===== src/rtl/gray_capture.sv =====
`default_nettype none
// ============================================================================
// Module   : gray_capture
// Purpose  : Capture stage for an asynchronous Gray-coded bus, such as a
//            position encoder or a counter in another clock domain. The
//            input passes through a flop synchroniser. The synchronised word
//            is compared with the last accepted code. A single-bit change is
//            a legal step and is queued in a 2-entry valid/ready buffer. A
//            change of two or more bits is reported as an error and
//            re-synchronises the reference code.
//
// Parameters
//   WIDTH        Gray word width (>= 2)
//   SYNC_STAGES  synchroniser depth (>= 2)
//
// Ports
//   CLK     in   1      clock, all state updates on the rising edge
//   RSTN    in   1      asynchronous active-low reset
//   GI      in   WIDTH  asynchronous Gray input, read only via the synchroniser
//   CLR     in   1      synchronous clear of OVF and ERRCNT
//   GO      out  WIDTH  Gray value of the head buffer entry
//   VALID   out  1      head entry present
//   READY   in   1      downstream takes the head entry when VALID & READY
//   ERR     out  1      one-cycle pulse on an illegal multi-bit step
//   ERRCNT  out  8      saturating count of ERR pulses
//   OVF     out  1      sticky flag: a legal step was dropped, buffer full
//   DIR     out  1      (GRAY_CAPTURE_DIR_EN only) head entry counts upward
//
// Configuration
//   GRAY_CAPTURE_DIR_EN  when defined, each entry also stores a direction
//                        bit. The bit is 1 when bin(new) == bin(old) + 1.
//
// Revision : 1.0  initial release
// ============================================================================
module gray_capture #(
  parameter int WIDTH       = 8,
  parameter int SYNC_STAGES = 2
) (
  input  logic             CLK,
  input  logic             RSTN,
  input  logic [WIDTH-1:0] GI,
  input  logic             CLR,
  output logic [WIDTH-1:0] GO,
  output logic             VALID,
  input  logic             READY,
  output logic             ERR,
  output logic [7:0]       ERRCNT,
`ifdef GRAY_CAPTURE_DIR_EN
  output logic             DIR,
`endif
  output logic             OVF
);

  // Each buffer entry is the Gray word. With direction enabled, the
  // direction bit is stored in the MSB above the Gray word.
`ifdef GRAY_CAPTURE_DIR_EN
  localparam int c_ew = WIDTH + 1;
`else
  localparam int c_ew = WIDTH;
`endif

  localparam logic [WIDTH-1:0] c_one     = WIDTH'(1);
  localparam logic [7:0]       c_cnt_max = 8'hFF;

  // --------------------------------------------------------------------------
  // Synchroniser: stage 0 samples GI. The last stage is the safe word GS.
  // --------------------------------------------------------------------------
  logic [SYNC_STAGES-1:0][WIDTH-1:0] sync_q;
  logic [WIDTH-1:0]                  w_gs;

  always_ff @(posedge CLK or negedge RSTN) begin
    if (!RSTN) begin
      sync_q <= '0;
    end else begin
      sync_q <= {sync_q[SYNC_STAGES-2:0], GI};
    end
  end

  assign w_gs = sync_q[SYNC_STAGES-1];

  // --------------------------------------------------------------------------
  // Step classification against the last accepted code.
  // A one-hot difference is a legal step. Clearing the lowest set bit of
  // the difference leaves zero exactly when a single bit changed.
  // --------------------------------------------------------------------------
  logic [WIDTH-1:0] glast_q, glast_d;
  logic [WIDTH-1:0] w_diff;
  logic             w_any;
  logic             w_step;
  logic             w_multi;

  assign w_diff  = w_gs ^ glast_q;
  assign w_any   = |w_diff;
  assign w_step  = w_any && ((w_diff & (w_diff - c_one)) == '0);
  assign w_multi = w_any && !w_step;

  // Any change moves the reference. After an error the reference is
  // re-synchronised, so the next comparison is against the new code.
  assign glast_d = w_any ? w_gs : glast_q;

  // --------------------------------------------------------------------------
  // Direction of a legal step (optional)
  // --------------------------------------------------------------------------
  logic [c_ew-1:0] w_entry;

`ifdef GRAY_CAPTURE_DIR_EN
  // Serial prefix XOR from the MSB down.
  function automatic logic [WIDTH-1:0] gray2bin(input logic [WIDTH-1:0] g);
    logic [WIDTH-1:0] b;
    b[WIDTH-1] = g[WIDTH-1];
    for (int i = WIDTH - 2; i >= 0; i--) begin
      b[i] = b[i+1] ^ g[i];
    end
    return b;
  endfunction

  logic [WIDTH-1:0] w_bin_new;
  logic [WIDTH-1:0] w_bin_inc;
  logic             w_dir_up;

  assign w_bin_new = gray2bin(w_gs);
  assign w_bin_inc = gray2bin(glast_q) + c_one;   // wraps mod 2^WIDTH
  assign w_dir_up  = (w_bin_new == w_bin_inc);
  assign w_entry   = {w_dir_up, w_gs};
`else
  assign w_entry   = w_gs;
`endif

  // --------------------------------------------------------------------------
  // Two-entry in-order buffer. The head register drives GO/VALID directly.
  // The pop is applied first. The push then fills the first slot that is
  // free after the pop, so push + pop on a full buffer loses nothing.
  // --------------------------------------------------------------------------
  logic [c_ew-1:0] head_q, head_d;
  logic            headv_q, headv_d;
  logic [c_ew-1:0] tail_q, tail_d;
  logic            tailv_q, tailv_d;
  logic            w_pop;
  logic            w_drop;

  assign w_pop = headv_q && READY;

  always_comb begin
    head_d  = head_q;
    headv_d = headv_q;
    tail_d  = tail_q;
    tailv_d = tailv_q;
    w_drop  = 1'b0;

    if (w_pop) begin
      head_d  = tail_q;
      headv_d = tailv_q;
      tailv_d = 1'b0;
    end

    if (w_step) begin
      if (!headv_d) begin
        head_d  = w_entry;
        headv_d = 1'b1;
      end else if (!tailv_d) begin
        tail_d  = w_entry;
        tailv_d = 1'b1;
      end else begin
        w_drop  = 1'b1;
      end
    end
  end

  // --------------------------------------------------------------------------
  // Status: error pulse, saturating error count, sticky overflow.
  // A new error or overflow takes priority over CLR in the same cycle.
  // --------------------------------------------------------------------------
  logic       err_q, err_d;
  logic [7:0] errcnt_q, errcnt_d;
  logic       ovf_q, ovf_d;

  always_comb begin
    err_d    = w_multi;
    errcnt_d = errcnt_q;
    if (w_multi) begin
      if (CLR) begin
        errcnt_d = 8'd1;
      end else if (errcnt_q != c_cnt_max) begin
        errcnt_d = errcnt_q + 8'd1;
      end
    end else if (CLR) begin
      errcnt_d = 8'd0;
    end
    ovf_d = w_drop || (ovf_q && !CLR);
  end

  // --------------------------------------------------------------------------
  // State registers
  // --------------------------------------------------------------------------
  always_ff @(posedge CLK or negedge RSTN) begin
    if (!RSTN) begin
      glast_q  <= '0;
      head_q   <= '0;
      headv_q  <= 1'b0;
      tail_q   <= '0;
      tailv_q  <= 1'b0;
      err_q    <= 1'b0;
      errcnt_q <= 8'd0;
      ovf_q    <= 1'b0;
    end else begin
      glast_q  <= glast_d;
      head_q   <= head_d;
      headv_q  <= headv_d;
      tail_q   <= tail_d;
      tailv_q  <= tailv_d;
      err_q    <= err_d;
      errcnt_q <= errcnt_d;
      ovf_q    <= ovf_d;
    end
  end

  // --------------------------------------------------------------------------
  // Outputs
  // --------------------------------------------------------------------------
  assign GO     = head_q[WIDTH-1:0];
  assign VALID  = headv_q;
  assign ERR    = err_q;
  assign ERRCNT = errcnt_q;
  assign OVF    = ovf_q;
`ifdef GRAY_CAPTURE_DIR_EN
  assign DIR    = head_q[WIDTH];
`endif

endmodule
`default_nettype wire


===== config.mk =====
export PLATFORM = sky130hd
export DESIGN_NAME = gray_capture
export DESIGN_NICKNAME = d
export VERILOG_FILES = /design/src/rtl/gray_capture.sv
export SDC_FILE = /design/constraint.sdc
export NUM_CORES = 1
export LEC_CHECK = 0
export ABC_CLOCK_PERIOD_IN_PS = 5000
export CAP_MARGIN = 10
export CORE_ASPECT_RATIO = 0.5
export CORE_UTILIZATION = 25
export CTS_BUF_LIST = sky130_fd_sc_hd__clkbuf_4 sky130_fd_sc_hd__clkbuf_8
export DETAILED_ROUTE_END_ITERATION = 12
export HOLD_SLACK_MARGIN = 0.05
export PLACE_DENSITY = 0.39
export SLEW_MARGIN = 5
export SYNTH_ARGS = -nofsm -noshare
export SYNTH_HDL_FRONTEND = slang
export SYNTH_SLANG_ARGS = --single-unit

===== constraint.sdc =====
create_clock -name CLK -period 5 [get_ports CLK]
set_input_delay 0.5 -clock CLK [delete_from_list [all_inputs] [get_ports CLK]]
set_output_delay 0.5 -clock CLK [all_outputs]
set_load 0.05 [all_outputs]

# [Word-level counts from Yosys, hierarchy flattened]
# Index checks and enable logic that the tools add are counted.
# W data, S select, Z words.
[word_totals] mem_bits_rw=0 in_bits=12 word_cells=44 register_bits=52 mem_bits_ro=0 memories=0 out_inout_bits=19 latch_bits=0
[classes] n_reduce_logical=13 addsub=2 n_eq_ne=1 n_shift=0 div_mod_pow=0 n_mux=15 magnitude_cmp=0 bitwise_logic=3 n_mul=0
[ops] cell="$mux W8" n=7
[ops] cell="$add A8 B1 Y8 const B" n=1
[ops] cell="$and A8 B8 Y8" n=1
[ops] cell="$logic_not A8 Y1" n=1
[ops] cell="$mux W1" n=8
[ops] cell="$ne A8 B8 Y1 const B" n=1
[ops] cell="$reduce_or A8 Y1" n=1
[ops] cell="$sub A8 B1 Y8 const B" n=1
[ops] cell="$xor A8 B8 Y8" n=1
[ops] cell="$logic_and A1 B1 Y1" n=4
[ops] cell="$reduce_bool A2 Y1" n=2
[ops] cell="$reduce_and A3 Y1" n=1
[ops] cell="$logic_not A1 Y1" n=2
[ops] cell="$reduce_and A2 Y1" n=1
[ops] cell="$logic_or A1 B1 Y1" n=1
[ops] cell="$not A1 Y1" n=1

# [Longest topological paths before layout]
# Gate-level depths: netlist of the first run.
[logic_depth] depth_word=9 mapped_depth=7 ltp_nobuf=6

# [Worst setup path before layout of the first run]
# No wires, ideal clock.
[synth_timing] path_kind="reg2reg" start="register errcnt_q[0] (netlist: ERRCNT[0])" end="register errcnt_q[3] (netlist: ERRCNT[3])" required_ns=4.875 synth_period_minus_slack_ns=2.116 stages_incl_launch_ff=6 arrival_time_ns=1.992 slack_ns=2.884 path_cell_list="dfrtp_1 -> ha_1 -> inv_1 -> nor3_1 -> nor3_1 -> mux2_2"
[synth_via] elab_chain_len=4
[synth_rtl] item="start: declaration" line_no="174" source="logic [7:0] errcnt_q, errcnt_d;"
[synth_rtl] item="start signal: assignment" line_no="212" source="errcnt_q <= errcnt_d;"
[synth_rtl] item="$add A8 B1 Y8" line_no="184" source="errcnt_d = errcnt_q + 8'd1;"
[synth_rtl] item="$mux W8" line_no="183" source="end else if (errcnt_q != c_cnt_max) begin"
[synth_rtl] item="$mux W8" line_no="181" source="if (CLR) begin"
[synth_rtl] item="$mux W8" line_no="180" source="if (w_multi) begin"
# Parallel ways exist; a longest one is shown, timed or not. The select of a mux whose other input is x is not followed.
# A chain may end at the register's enable or synchronous reset.

# [Worst setup path after layout of the first run]
[layout_timing] start="register sync_q, in the netlist w_entry[1]" end="register head_q[0] (netlist: GO[0])"
[layout_via] elab_chain_len=6
[layout_rtl] item="start: declaration" line_no="68" source="logic [SYNC_STAGES-1:0][WIDTH-1:0] sync_q;"
[layout_rtl] item="start signal: assignment" line_no="75" source="sync_q <= {sync_q[SYNC_STAGES-2:0], GI};"
[layout_rtl] item="$xor A8 B8 Y8 *" line_no="92" source="assign w_diff = w_gs ^ glast_q;"
[layout_rtl] item="$sub A8 B1 Y8" line_no="94" source="assign w_step = w_any && ((w_diff & (w_diff - c_one)) == '0);"
[layout_rtl] item="$and A8 B8 Y8" line_no="94"
[layout_rtl] item="$logic_not A8 Y1" line_no="94"
[layout_rtl] item="$logic_and A1 B1 Y1 *" line_no="94"
[layout_rtl] item="$mux W8 *" line_no="156" source="if (w_step) begin"
[layout_rtl] item="net head_d[0]" line_no="134" source="logic [c_ew-1:0] head_q, head_d;"
[layout_rtl] item="end signal: assignment" line_no="198" source="head_q <= '0;"
[layout_rtl] item="end signal: assignment" line_no="207" source="head_q <= head_d;"
[layout_rtl] item="end: declaration" line_no="134"
# The timed path passes the listed nets; every way through them passes the cells marked *.

==> results.sh, run 1 <==
export IMPL_outcome="completed"
export IMPL_mappedNetlistArea_mm2=0.00217
export IMPL_clock_insertion_delay_worst_skew_ns=0.31
export IMPL_power_per_cell_area_mw_per_mm2=453
export IMPL_postRouteWirelength_um=4140
export IMPL_filler_cells=828
export IMPL_synth_nets=179
export IMPL_synthesis_instances=166
export IMPL_synth_edff_count=0
export IMPL_clk_root_buffer_cell="clkbuf_8"
export IMPL_leakage_nw=1.09
export IMPL_vias=1331
export IMPL_insertedDiodeCount=0
export IMPL_synth_flop_cell="dfrtp_1"
export IMPL_floorplan_row_count=23
export IMPL_critPathArrivalTime_ns=2.72
export IMPL_path_cells="xor2_1, nor3_4, a41oi_1, nor2_1, and3_1, mux2_2"
export IMPL_cts_num_sinks=52
export IMPL_post_drt_wl_per_cell_um=13.5
export IMPL_maxSlewHeadroom_pct=37.9
export IMPL_postSynth_asyncResetShare_pct=100
export IMPL_tightestPinTransition_ns=0.925
export IMPL_grtUsageTotal_pct=10.3
export IMPL_achievable_frequency_mhz=397
export IMPL_finalSetupViolCount=0
export IMPL_ant_nets=0
export IMPL_drv_slew=0
export IMPL_detailedPlace_worstSlack_ns=2.46
export IMPL_cts_resized=0
export IMPL_critPathMaxFanout=8
export IMPL_most_common_layout_cells="52 x dfrtp_1, 29 x clkdlybuf4s50_1, 26 x mux2_2"
export IMPL_cap_violations=0
export IMPL_worst_setup_path_end_kind="flip-flop"
export IMPL_setup_worst_path_class="reg2reg"
export IMPL_io_buffer_count=30
export IMPL_grt_overflow_total=0
export IMPL_drc_errors=0
export IMPL_hold_viol=0
export IMPL_synth_seq_area_share_pct=60.0
export IMPL_critical_path_data_required_time_ns=5.20
export IMPL_finClkSkew_ns=0.00911
export IMPL_netlist_cell_type_count=35
export IMPL_cp_start_kind="flip-flop"
export IMPL_layout_cells_most_common="dfrtp_1"
export IMPL_min_path_type="in2async"
export IMPL_die_area_mm2=0.00907
export IMPL_fin_nets=206
export IMPL_final_period_utilization_pct=50.3
export IMPL_worst_ir_drop_vdd_v=0.000120
export IMPL_cts_tree="built"
export IMPL_cts_buffers=5
export IMPL_grt_setup_unrepaired="false"
export IMPL_initial_antenna_violation_count=0
export IMPL_vias_in_the_first_global_route=1335
export IMPL_cts_root_to_sink_buffers=2
export IMPL_die_width_um=134
export IMPL_synth_seq_cells=52
export IMPL_ioPinCount=31
export IMPL_final_setup_tns_ns=0
export IMPL_post_cts_buffers=0
export IMPL_cts_hold_fix_buffers=0
export IMPL_max_stage_delay_on_crit_path_ns=0.50
export IMPL_slowest_stage="and3_1"
export IMPL_hpwlAfterDp_um=2680
export IMPL_clkSlewWorstSetupHoldPaths_ns=0.09
export IMPL_timing_final_crit_period_ns=2.52
export IMPL_place_congestion=0.738
export IMPL_grt_pass1_wl_um=6850
export IMPL_drt_pass1_iter_count=4
export IMPL_grt_start_max_net_pins=53
export IMPL_first_iter_violations=45
export IMPL_floorplan_initialDensity_pct=26.4
export IMPL_yosys_warnings=0
export IMPL_avgSynthCellArea_um2=13.1
export IMPL_cts_htree_levels=2
export IMPL_vias_per_instance=4.35
export IMPL_timing_hold_ws_ns=0.291
export IMPL_layout_drive_gt1_share_pct=22.2
export IMPL_core_region_area_mm2=0.00820
export IMPL_layout_area_overhead_vs_synth_pct=22.3
export IMPL_final_setup_worst_slack_ns=2.48
export IMPL_floorplan_die_height_um=67.9
## area by class of cell
| cell class | instances | area (µm²) | share of cell area, % |
|---|---|---|---|
| flip-flops and latches | 52 | 1300 | 49.1 |
| multi-input cells | 95 | 779 | 29.4 |
| repair buffers | 31 | 303 | 11.4 |
| well taps | 112 | 140 | 5.29 |
| clock buffers | 6 | 82.6 | 3.11 |
| inverters | 8 | 30.0 | 1.13 |
| clock inverters | 2 | 15.0 | 0.566 |
## report_power, final
group          internal (mW)  switching, mW  total, mW
clock                  0.112          0.144      0.256
combinational          0.169          0.222      0.392
sequential             0.502         0.0516      0.554
total                  0.784          0.418       1.20
## metal layers
layer | wire (µm) | GRT usage [%] | vias to the layer above
met5 | 0 | 0 | -
met4 | 76 | 4.69 | 0
met3 | 169 | 3.70 | 8
met2 | 1830 | 15.5 | 22
met1 | 2060 | 13.4 | 665
li1 | - | - | 636
## worst paths after layout
kind / slack [ns] / from / to / cells after the start
hold / removal: 0.29 / RSTN / ERRCNT[1] / 2
hold reg to reg: 0.35 / sync_q[4] / w_entry[4] / 0
max in group asynchronous: 4.26 / RSTN / sync_q[4] / 2
setup reg to reg: 2.48 / w_entry[1] / GO[0] / 6
setup / recovery: 2.48 / w_entry[1] / GO[0] / 6
min in group CLK: 0.35 / sync_q[4] / w_entry[4] / 0
## kinds of logic (layout without fill, tap and decap cells)
family | count (synthesis) | count (layout) | synth area share, %
buf+inv | 19 | 47 | 4.04
xor+xnor | 10 | 10 | 4.04
compound gates | 23 | 23 | 8.31
simple gates | 35 | 35 | 9.52
fa+ha+maj | 1 | 1 | 0.577
mux | 26 | 26 | 13.5
flops | 52 | 52 | 60.0
## registers in the layout (all words and copies together) (netlist names), 8 cells and up
register and count:
w_entry 8, tail_q 8, ERRCNT 8, sync_q 8, GO 8, glast_q 8
## worst max-delay path, delay by kind of cell, from the launching register on
| family | cells | cell delay (ns) |
|---|---|---|
| compound gates | 1 | 0.21 |
| xor+xnor | 1 | 0.23 |
| flops | 1 | 0.43 |
| mux | 1 | 0.39 |
| simple gates | 3 | 1.15 |
## cell usage after synthesis, types with 2 or more instances
library cell	n	area [µm²]
and3_1	2	12.5
nor3_1	3	15.0
inv_1	8	30.0
o211ai_1	3	22.5
o311ai_0	3	26.3
nand2_1	7	26.3
xor2_1	3	26.3
o41ai_1	2	17.5
xnor2_1	7	61.3
or2_2	2	12.5
dfrtp_1	52	1300
clkbuf_1	7	26.3
nand3_1	7	35.0
a21oi_1	2	10.0
mux2_2	26	293
o311a_1	2	20.0
nand4b_1	2	17.5
nor2b_1	2	12.5
o21ai_0	5	25.0
nor2_1	6	22.5
## through the flow
step	util [%]	instances	cell area (µm²)	power, mW
final	32.3	306	2650	1.20
after global routing	32.3	306	2650	1.28
after floorplan	-	166	2170	0.834
after CTS	32.3	306	2650	1.22
after detailed placement	31.1	298	2550	0.961
after global placement	31.1	298	2550	0.956
Note: power is estimated with default switching activity, not from simulation.
==> inputs of run 2 (changes only) <==
--- a/config.mk
+++ b/config.mk
@@ -5,7 +5,7 @@
 export SDC_FILE = /design/constraint.sdc
 export NUM_CORES = 1
 export LEC_CHECK = 0
-export ABC_CLOCK_PERIOD_IN_PS = 5000
+export ABC_CLOCK_PERIOD_IN_PS = 2400
 export CAP_MARGIN = 10
 export CORE_ASPECT_RATIO = 0.5
 export CORE_UTILIZATION = 25
==> constraint.sdc (replaced) <==
create_clock -name CLK -period 2.4 [get_ports CLK]
set_input_delay 0.24 -clock CLK [delete_from_list [all_inputs] [get_ports CLK]]
set_output_delay 0.24 -clock CLK [all_outputs]
set_load 0.05 [all_outputs]
==> results.sh, run 2 (synthesis gave the netlist of run 1 again) <==
export IMPL_outcome="completed"
export IMPL_utilization_pct=33.3
export IMPL_initial_antenna_violation_count=0
export IMPL_cts_root_to_sink_buffers=2
export IMPL_regToRegStartpoint="w_entry[2]"
export IMPL_detailed_place_area_mm2=0.00261
export IMPL_maxSlewHeadroom_pct=66.0
export IMPL_cp_start_kind="flip-flop"
export IMPL_insertedDiodeCount=0
export IMPL_final_cell_area_mm2=0.00273
export IMPL_grtUsageTotal_pct=10.4
export IMPL_timing_final_crit_period_ns=2.24
export IMPL_drv_slew=0
export IMPL_finClkSkew_ns=0.00607
export IMPL_vias=1373
export IMPL_core_region_area_mm2=0.00820
export IMPL_min_path_type="reg2reg"
export IMPL_power_per_cell_area_mw_per_mm2=955
export IMPL_cts_num_sinks=52
export IMPL_vias_in_the_first_global_route=1442
export IMPL_hpwlAfterDp_um=2900
export IMPL_io_buffer_count=30
export IMPL_leakage_nw=1.14
export IMPL_first_iter_violations=38
export IMPL_setup_worst_path_class="reg2reg"
export IMPL_final_setup_tns_ns=0
export IMPL_post_drt_wl_per_cell_um=13.2
export IMPL_layout_area_overhead_vs_synth_pct=26.0
export IMPL_cap_violations=0
export IMPL_postRouteWirelength_um=4160
export IMPL_critPathMaxFanout=6
export IMPL_grt_pass1_wl_um=7080
export IMPL_die_area_mm2=0.00907
export IMPL_cts_htree_levels=2
export IMPL_ant_nets=0
export IMPL_critPathArrivalTime_ns=2.44
export IMPL_clk_root_buffer_cell="clkbuf_8"
export IMPL_die_width_um=134
export IMPL_worst_ir_drop_vdd_v=0.000325
export IMPL_clkSlewWorstSetupHoldPaths_ns=0.10
export IMPL_ioPinCount=31
export IMPL_finalSetupViolCount=0
export IMPL_vias_per_instance=4.37
export IMPL_post_cts_buffers=0
export IMPL_worst_setup_path_startpoint="w_entry[2]"
export IMPL_detailedPlace_worstSlack_ns=0.136
export IMPL_most_common_layout_cells="52 x dfrtp_1, 29 x clkdlybuf4s50_1, 26 x mux2_2"
export IMPL_layout_cells_most_common="dfrtp_1"
export IMPL_clock_insertion_delay_worst_skew_ns=0.31
export IMPL_drc_errors=0
export IMPL_worst_setup_path_end_kind="flip-flop"
export IMPL_grt_overflow_total=0
export IMPL_grt_start_max_net_pins=21
export IMPL_floorplan_die_height_um=67.9
export IMPL_holdCritStartpoint="sync_q[7]"
export IMPL_final_period_utilization_pct=93.4
export IMPL_grt_setup_unrepaired="false"
export IMPL_final_setup_worst_slack_ns=0.157
export IMPL_floorplan_initialDensity_pct=26.4
export IMPL_cts_buffers=5
export IMPL_cts_resized=0
export IMPL_critical_path_data_required_time_ns=2.60
export IMPL_achievable_frequency_mhz=446
export IMPL_fin_nets=214
export IMPL_floorplan_row_count=23
export IMPL_drt_pass1_iter_count=4
export IMPL_cts_tree="built"
export IMPL_tightestPinTransition_ns=0.509
export IMPL_place_congestion=0.716
export IMPL_layout_drive_gt1_share_pct=24.8
export IMPL_hold_viol=0
==> run 2: changes by cell type in the layout (fill, tap and decap cells not counted) <==
cell / delta
inv_6: +1
dlygate4sd3_1: +1
buf_4: +7
clkbuf_8: -1
clkinvlp_4: -2
clkbuf_4: +1
bufinv_16: +1
==> run 2: area by class of cell <==
type / instances / area [µm²]
clock buffers: 6 / 76.3
repair buffers: 39 / 365
flip-flops and latches: 52 / 1300
well taps: 112 / 140
multi-input cells: 95 / 779
inverters: 8 / 30.0
clock inverters: 2 / 38.8
fillers: 841 / 5470
==> run 2: worst max-delay path, stage by stage, from the launching register on <==
cell       delay [ns]
dfrtp_1          0.42
xor2_1           0.20
nor3_4           0.34
xnor2_1          0.14
o2111ai_2        0.31
and3_1           0.23
buf_4            0.16
mux2_2           0.33
==> run 2: timing repair <==
action	CTS	global route
hold buffers	1	0
hold endpoints to repair	14	0
endpoints found under the setup margin	0	6
==> run 2: metal layers <==
layer  vias to the layer above  wire (µm)  GRT usage, %
met5                         -          0             0
met4                         0         59          3.41
met3                         7        155          3.26
met2                        20       1820          16.3
li1                        654          -             -
met1                       692       2120          13.7
==> run 2: report_power, final <==
part | leakage [nW] | switching [mW] | internal, mW
clock | 0.0592 | 0.299 | 0.327
combinational | 0.445 | 0.462 | 0.365
sequential | 0.637 | 0.108 | 1.05
==> run 2: final timing paths <==
path / endpoint / slack, ns / cells after the start
max: GO[5] / 0.16 / 7
min: w_entry[7] / 0.36 / 0
max reg2reg: GO[5] / 0.16 / 7
min reg2reg: w_entry[7] / 0.36 / 0
max in group asynchronous: GO[5] / 1.41 / 3
min in group asynchronous: ERRCNT[3] / 0.39 / 2
==> run 2: through the flow <==
| step | hold slack, ns | total power [mW] | instances |
|---|---|---|---|
| 2_1_floorplan | -0.0556 | 1.74 | 166 |
| 3_3_place_gp | 0.195 | 2.01 | 305 |
| 3_5_place_dp | 0.199 | 2.01 | 305 |
| 4_1_cts | 0.339 | 2.66 | 314 |
| 5_1_grt | 0.345 | 2.75 | 314 |
| 6_report | 0.355 | 2.61 | 314 |
==> inputs of run 3 (changes only) <==
--- a/config.mk
+++ b/config.mk
@@ -5,6 +5,7 @@
 export SDC_FILE = /design/constraint.sdc
 export NUM_CORES = 1
 export LEC_CHECK = 0
+export ABC_AREA = 1
 export ABC_CLOCK_PERIOD_IN_PS = 2400
 export CAP_MARGIN = 10
 export CORE_ASPECT_RATIO = 0.5
@@ -12,7 +13,7 @@
 export CTS_BUF_LIST = sky130_fd_sc_hd__clkbuf_4 sky130_fd_sc_hd__clkbuf_8
 export DETAILED_ROUTE_END_ITERATION = 12
 export HOLD_SLACK_MARGIN = 0.05
-export PLACE_DENSITY = 0.39
+export PLACE_DENSITY = 0.38
 export SLEW_MARGIN = 5
 export SYNTH_ARGS = -nofsm -noshare
 export SYNTH_HDL_FRONTEND = slang
==> results.sh, run 3 <==
export IMPL_slowest_stage="dfrtp_1"
export IMPL_net_switching_power_mw=0.715
export IMPL_ant_nets=0
export IMPL_max_stage_delay_on_crit_path_ns=0.46
export IMPL_cp_start_kind="flip-flop"
export IMPL_post_cts_buffers=0
export IMPL_holdCritStartpoint="sync_q[6]"
export IMPL_timing_critical_path_mode_cell="nand2_1"
export IMPL_post_drt_wl_per_cell_um=11.9
export IMPL_ioPinCount=31
export IMPL_synth_top_area_share_pct=54.3
export IMPL_p_seq_share_pct=46.8
export IMPL_synth_edff_count=0
export IMPL_die_width_um=140
export IMPL_worst_setup_path_end_kind="flip-flop"
export IMPL_cts_num_sinks=52
export IMPL_synth_nets=303
export IMPL_grt_start_max_net_pins=28
export IMPL_outcome="completed"
export IMPL_hold_viol=0
export IMPL_drc_errors=0
export IMPL_postSynth_asyncResetShare_pct=100
export IMPL_power_per_cell_area_mw_per_mm2=751
export IMPL_timing_final_crit_period_ns=1.96
export IMPL_cap_violations=0
export IMPL_floorplan_initialDensity_pct=26.6
export IMPL_achievable_frequency_mhz=510
export IMPL_clkSlewWorstSetupHoldPaths_ns=0.09
export IMPL_timing_critical_path_buf_inv=1
export IMPL_synthesis_instances=290
export IMPL_core_region_area_mm2=0.00901
export IMPL_netlist_cell_type_count=27
export IMPL_layout_area_overhead_vs_synth_pct=21.0
export IMPL_critical_path_data_required_time_ns=2.61
export IMPL_grt_pass1_wl_um=8890
export IMPL_utilization_pct=32.2
export IMPL_floorplan_die_height_um=71.2
export IMPL_synth_flop_cell="dfrtp_1"
export IMPL_finClkSkew_ns=0.0110
export IMPL_setup_worst_path_class="reg2reg"
export IMPL_mappedNetlistArea_mm2=0.00239
export IMPL_avgSynthCellArea_um2=8.26
export IMPL_place_congestion=0.786
export IMPL_tightestPinTransition_ns=0.599
export IMPL_cts_tree="built"
export IMPL_yosys_warnings=0
export IMPL_cts_root_to_sink_buffers=2
export IMPL_initial_antenna_violation_count=0
export IMPL_critPathArrivalTime_ns=2.16
export IMPL_maxSlewHeadroom_pct=60.0
export IMPL_drt_pass1_iter_count=6
export IMPL_grt_setup_unrepaired="false"
export IMPL_cts_htree_levels=2
export IMPL_p_sw_share_pct=32.9
export IMPL_cts_hold_fix_buffers=1
export IMPL_vias_per_instance=4.27
export IMPL_leakage_nw=1.45
export IMPL_p_int_mw=1.46
export IMPL_synth_seq_area_share_pct=54.3
export IMPL_power_frac_clock_pct=28.3
export IMPL_die_area_mm2=0.0100
export IMPL_cell_taking_the_most_area_after_synthesis="dfrtp_1"
export IMPL_cts_resized=0
export IMPL_fin_nets=329
export IMPL_yosys_cell_count_top_type="nand2_1"
export IMPL_layout_drive_gt1_share_pct=9.15
export IMPL_clk_root_buffer_cell="clkbuf_8"
export IMPL_first_iter_violations=64
export IMPL_layout_cells_most_common="nand2_1"
export IMPL_critPathMaxFanout=8
export IMPL_path_cells="inv_1, nand2_1, nand2_1, nand2_1, nor2_1, nand2_1, nand2_1, nand2_1, nor2_1, nand4_2, nand2_1, nand2_1"
export IMPL_timing_hold_ws_ns=0.356
export IMPL_postRouteWirelength_um=5180
export IMPL_synth_seq_cells=52
export IMPL_clock_insertion_delay_worst_skew_ns=0.31
export IMPL_io_buffer_count=30
export IMPL_finalSetupViolCount=0
export IMPL_final_setup_tns_ns=0
export IMPL_final_period_utilization_pct=81.6
export IMPL_filler_cells=970
export IMPL_most_common_layout_cells="121 x nand2_1, 52 x dfrtp_1, 29 x clkdlybuf4s50_1"
export IMPL_min_path_type="reg2reg"
export IMPL_cpLargestDelayFamily="simple AND/OR/NAND/NOR gates"
export IMPL_yosys_top_cells_area="dfrtp_1 54%, nand2_1 19%, nand3_1 4.0%, inv_1 3.9%, o21ai_0 2.9%"
export IMPL_comb_power_share_pct=24.9
export IMPL_grt_overflow_total=0
export IMPL_vias=1854
export IMPL_regToRegStartpoint="w_entry[5]"
export IMPL_drv_slew=0
export IMPL_grtUsageTotal_pct=11.6
export IMPL_floorplan_row_count=24
export IMPL_finalPower_mw=2.17
export IMPL_vias_in_the_first_global_route=1854
export IMPL_hpwlAfterDp_um=3940
export IMPL_cts_buffers=5
export IMPL_post_synth_most_frequent_cells="121 x nand2_1, 52 x dfrtp_1, 25 x inv_1"
export IMPL_worst_setup_path_startpoint="w_entry[5]"
export IMPL_worst_ir_drop_vdd_v=0.000225
export IMPL_insertedDiodeCount=0
## run 3: changes by cell type in the layout (fill, tap and decap cells not counted), sizes merged, moves of 3 or more
| cell | delta |
|---|---|
| buf | -7 |
| inv | +18 |
| nor2 | +11 |
| o311ai | -3 |
| o211ai | -3 |
| o21ai | +12 |
| nand3 | +14 |
| nor3 | -4 |
| mux2 | -26 |
| xnor2 | -7 |
| nand2 | +122 |
## run 3: power groups by stage
| stage | clock network [mW] | registers (mW) | logic, mW |
|---|---|---|---|
| 6_report | 0.616 | 1.02 | 0.541 |
| 5_1_grt | 0.686 | 1.03 | 0.586 |
| 4_1_cts | 0.654 | 1.02 | 0.550 |
| 3_5_place_dp | 0 | 1.04 | 0.548 |
| 3_3_place_gp | 0 | 1.04 | 0.543 |
| 2_1_floorplan | 0 | 1.22 | 0.169 |
## run 3: metal layers
| layer | vias to the layer above | part of all wire [%] | GRT usage [%] |
|---|---|---|---|
| li1 | 942 | - | - |
| met1 | 878 | 52 | 16.1 |
| met2 | 30 | 44 | 17.8 |
| met3 | 4 | 4.0 | 3.52 |
| met4 | 0 | 0.64 | 2.56 |
| met5 | - | 0 | 0 |
## run 3: final timing paths
| path | endpoint | slack, ns | depth (start not counted) |
|---|---|---|---|
| setup / recovery | tail_q[1] | 0.44 | 12 |
| setup reg to reg | tail_q[1] | 0.44 | 12 |
| hold / removal | w_entry[6] | 0.36 | 0 |
| min in group asynchronous | sync_q[4] | 0.47 | 2 |
| hold reg to reg | w_entry[6] | 0.36 | 0 |
| max in group asynchronous | ERRCNT[6] | 1.37 | 3 |
## run 3: area by class of cell
cell class	instances	area [µm²]	share of cell area, %
Clock buffer	6	76.3	2.63
Clock inverter	2	35.0	1.21
Inverter	28	105	3.63
Multi-Input combinational cell	197	907	31.3
Sequential cell	52	1300	44.9
Tap cell	117	146	5.05
Timing Repair Buffer	32	325	11.2
## run 3: per-stage QoR
stage | std cells | setup WS, ns | area [µm²]
floorplan | 290 | 0.516 | 2390
global route | 434 | 0.169 | 2900
detailed placement | 425 | 0.407 | 2780
finish | 434 | 0.441 | 2900
CTS | 434 | 0.454 | 2900
global placement | 425 | 0.470 | 2780
## run 3: cell families (layout without fill, tap and decap cells)
| logic type | count (synthesis) | count (layout) | share of synthesized area (%) |
|---|---|---|---|
| compound gates | 21 | 21 | 4.39 |
| flops | 52 | 52 | 54.3 |
| simple gates | 174 | 174 | 32.6 |
| xor+xnor | 1 | 1 | 0.366 |
| fa+ha+maj | 1 | 1 | 0.522 |
| buf+inv | 41 | 68 | 7.78 |
## run 3: worst reg2reg max path, cell delays in order (launching register included)
cell and delay, ns:
dfrtp_1 0.46, inv_1 0.12, nand2_1 0.06, nand2_1 0.06, nand2_1 0.10, nor2_1 0.12
nand2_1 0.05, nand2_1 0.05, nand2_1 0.07, nor2_1 0.31, nand4_2 0.27, nand2_1 0.14
nand2_1 0.06
